===== config.mk =====
export PLATFORM = sky130hd
export DESIGN_NAME = reg_file
export DESIGN_NICKNAME = d
export VERILOG_FILES = /design/src/rtl/reg_file.sv
export SDC_FILE = /design/constraint.sdc
export NUM_CORES = 2
export LEC_CHECK = 0
export BUFFER_PORTS_ARGS = -buffer_cell sky130_fd_sc_hd__buf_2
export CAP_MARGIN = 40
export CORE_UTILIZATION = 52
export CTS_CLUSTER_DIAMETER = 200
export CTS_CLUSTER_SIZE = 25
export DETAILED_ROUTE_END_ITERATION = 7
export PLACE_DENSITY = 0.68
export SYNTH_ARGS = -nofsm -noshare
export SYNTH_HDL_FRONTEND = slang
export SYNTH_SLANG_ARGS = --single-unit
export TNS_END_PERCENT = 1

===== constraint.sdc =====
create_clock -name clk -period 1.85 [get_ports clk]
set_input_delay 0.0925 -clock clk [delete_from_list [all_inputs] [get_ports clk]]
set_output_delay 0.0925 -clock clk [all_outputs]
set_load 0.01 [all_outputs]

===== src/rtl/reg_file.sv =====
// reg_file: 32 x 32-bit register file with two combinational read ports
// and one synchronous write port. Register x0 is hardwired to zero on the
// read side, and writes addressed to it are dropped.
module reg_file (
  input  logic        clk,
  input  logic        rst,
  input  logic        write,
  input  logic [4:0]  write_addr,
  input  logic [31:0] write_data,
  input  logic [4:0]  addr_x,
  input  logic [4:0]  addr_y,
  output logic [31:0] out_x,
  output logic [31:0] out_y
);

  // Storage array. Benches may preload it hierarchically, so it keeps this plain name.
  logic [31:0] regs [0:31];

  logic        w_writeEn;
  logic [31:0] w_readX;
  logic [31:0] w_readY;

  // A write only lands when it targets a real register. Address 0 is the
  // constant-zero register, so writes to it are discarded here.
  assign w_writeEn = write && (write_addr != 5'd0);

  // Reset clears every entry and takes priority over a write in the same
  // cycle. Otherwise a qualified write updates exactly one entry.
  always_ff @(posedge clk) begin
    if (rst) begin
      for (int i = 0; i < 32; i++) begin
        regs[i] <= 32'h0000_0000;
      end
    end else if (w_writeEn) begin
      regs[write_addr] <= write_data;
    end
  end

  // Asynchronous reads with no forwarding: a value being written appears
  // only after the edge that stores it. x0 is masked to zero even when the
  // array entry holds preloaded data.
  always_comb begin
    w_readX = regs[addr_x];
    w_readY = regs[addr_y];
    if (addr_x == 5'd0) begin
      w_readX = 32'h0000_0000;
    end
    if (addr_y == 5'd0) begin
      w_readY = 32'h0000_0000;
    end
  end

  assign out_x = w_readX;
  assign out_y = w_readY;

endmodule


==> run_results.csv <==
group,metric,value,unit
pwr,p_leak,22.4,nW
yosys,syn_avg_cell_area,15.5,um^2
finish,drive_above_1_share,0.375,
yosys,post_synth_num_cell_types,42,
place,gp_congestion,0.927,
setup_path,cp_max_fo,2,
pwr,p_per_area,755,mW/mm^2
pwr,vdd_ir_drop_max,0.000757,V
timing,tightest_slew,0.656,ns
floorplanning,floorplan.die_area,0.106,mm^2
setup_path,critPathRequiredTime,1.76,ns
timing,setup_violations,64,
finish,syn2layout_area_growth,17.2,%
timing,fin_ws,-0.882,ns
yosys,syn_area,0.0542,mm^2
yosys,synth_cells,3502,
setup_path,path_cells,"mux4_2, mux4_2, o22ai_2, buf_6, nor3_2, buf_2",
setup_path,critPathLaunchType,"register",
place,detailed_place_hpwl,123000,um
floorplanning,start_util,0.524,
run,drv_cap,0,
finish,seq_area,0.0307,mm^2
floorplanning,row_count,118,
cts,cts.reportedPaths.clkPinSlew,0.10,ns
cts,cts_root_buf,"clkbuf_16",
global_routing,gr-usage-all-layers,0.345,
setup_path,crit_arrival,2.64,ns
finish,largest_register_ffs,1024,
detailed_routing,drc_errors,0,
cts,cts_tree,"yes",
setup_path,cp-end-kind,"output pin",
timing,slew_violations,0,
global_routing,grt_pass1_vias,37300,
detailed_routing,wl_per_cell,35.1,um
place,port_buffers,113,
timing,finalCritPeriodShare,1.48,
timing,finalCriticalPeriod,2.73,ns
finish,reg_top3,"regs x1024",
place,placed_cells,5162,
detailed_routing,postRouteAntennaNets,0,
cts,cts_inserted_buffers,46,
setup_path,cpMaxStageDelayCell,"mux4_2",
finish,final_common_cell,"edfxtp_1",
global_routing,grt_overflow,0,
yosys,ys_seq_elements,1024,
finish,instances_no_fill,5226,
floorplanning,chipWidth,325,um
timing,report.final.hold_viol_count,0,
detailed_routing,first_pass_iters,5,
run_status,violations,"negative setup slack",
finish,layout_common_cells,"1024 x edfxtp_1, 994 x and2_1, 472 x mux4_2",
detailed_routing,drtIter0Drc,5502,
yosys,yosysSeqAreaShare,0.567,
cts,cts_num_sinks,1024,
yosys,yosys_warnings,0,
pwr,power,48.0,mW
detailed_routing,wl,183000,um
run_status,status,"finished, violations left",
setup_path,crit_type,"reg2out",
timing,relSlewSlack,0.562,
global_routing,grt_antenna_before_repair,12,
floorplanning,die_y,325,um
cts,cts_htree_levels,2,
finish,regMostFlops,"regs",
setup_path,critPathMaxStageDelay,0.56,ns
finish,layout.nets,3886,
floorplanning,pin_count,114,
setup_path,cp_common_cell,"mux4_2",
timing,fmax,366,MHz
global_routing,grt_pass1_wl,261000,um
detailed_routing,vias,36000,
cts,clockBufferDepth,3,
timing,rsz0062_at_grt,"true",
detailed_routing,avgViaCountPerCell,6.89,
finish,multiInputGateArea,0.0234,mm^2
finish,num-fill-cells,7537,
floorplanning,core,0.103,mm^2
global_routing,grt_max_degree,44,
min_path,hold_class,"in2reg",
-- worst paths after layout --
kind / startpoint / end / slack (ns) / depth (start not counted)
worst max-delay path: regs[20][25] / out_y[25] / -0.88 / 6
worst min-delay path: write_data[13] / regs[11][13] / 0.06 / 2
-- synthesized netlist by cell type --
library cell | number | area, um^2
edfxtp_1 | 1024 | 30700
and2_1 | 995 | 6220
mux4_2 | 472 | 10600
clkbuf_1 | 272 | 1020
mux2i_1 | 150 | 1500
o22ai_1 | 103 | 644
nor3_1 | 54 | 270
a22o_1 | 51 | 447
buf_2 | 44 | 220
a2111oi_1 | 41 | 410
nor2_1 | 36 | 135
or2_2 | 33 | 206
buf_4 | 31 | 233
mux2_2 | 30 | 338
buf_6 | 22 | 248
buf_1 | 18 | 67.6
a22oi_1 | 16 | 120
a2111oi_0 | 14 | 123
nor2b_1 | 14 | 87.6
a21oi_1 | 12 | 60.1
a211oi_1 | 7 | 52.6
nand2_1 | 7 | 26.3
nor4_1 | 6 | 37.5
nand2b_1 | 5 | 31.3
nand3_1 | 5 | 25.0
nand3b_1 | 5 | 37.5
a221oi_1 | 4 | 35.0
a32o_1 | 4 | 40.0
o21ai_0 | 4 | 20.0
or3b_2 | 4 | 35.0
and3_1 | 3 | 18.8
a221o_1 | 2 | 20.0
inv_1 | 2 | 7.51
nand4bb_1 | 2 | 22.5
nor4b_1 | 2 | 17.5
or3_1 | 2 | 12.5
and4b_1 | 1 | 10.0
conb_1 | 1 | 3.75
nand4b_1 | 1 | 8.76
nor4b_2 | 1 | 15.0
o221ai_1 | 1 | 8.76
or4b_2 | 1 | 10.0
-- cell families after synthesis --
group / Yosys count / share of synthesized area
mux: 652 / 0.230
compound gates: 259 / 0.0365
other cells: 1 / 0.0000691
buf+inv: 389 / 0.0331
flops: 1024 / 0.567
simple gates: 1177 / 0.133
-- stage by stage --
step                 util  hold WS, ns  cell area (um^2)  TNS (ns)  worst slack, ns
floorplan               -        0.291             54400    -14.57           -0.149
global placement    0.586        0.720             60700    -59.12           -0.755
detailed placement  0.586        0.729             60700    -70.53           -0.776
CTS                 0.611       0.0303             63300    -49.16           -0.898
global route        0.614       0.0660             63500    -50.43           -0.905
finish              0.614       0.0647             63500    -47.80           -0.882
-- worst max-delay path: cells and delay by family, from the launching register on --
family	cells	cell delay (ns)
multiplexers	2	1.07
flip-flops	1	0.44
buffers and inverters	2	0.27
AO/OA/AOI/OAI	1	0.14
AND/OR/NAND/NOR	1	0.05
-- routing by layer --
layer | routed length, um | global-route usage
met1 | 64900 | 0.451
met2 | 87600 | 0.556
met4 | 10000 | 0.162
met3 | 20900 | 0.0724
met5 | 55 | 0
-- power by group --
| part | internal, mW | switching [mW] |
|---|---|---|
| Clock | 4.75 | 7.22 |
| Sequential | 26.8 | 0.743 |
| Combinational | 4.02 | 4.45 |
| Total | 35.5 | 12.4 |
-- area by class of cell --
type	instances	share of cell area
timing repair buffer	642	0.101
multi-input combinational	2120	0.368
tap	1380	0.0272
sequential	1024	0.484
clock buffer	50	0.0194
antenna	8	0.000315
inverter	2	0.000118
-- repair_timing --
action | in CTS | in global routing
hold buffers | 0 | 0
setup endpoints to repair | 64 | 64
gates resized for setup | 218 | 39
endpoints found under the hold margin | 0 | 0
pin swaps | 109 | 18
buffers inserted | 9 | 2
Power figures use the tool's default switching activity.
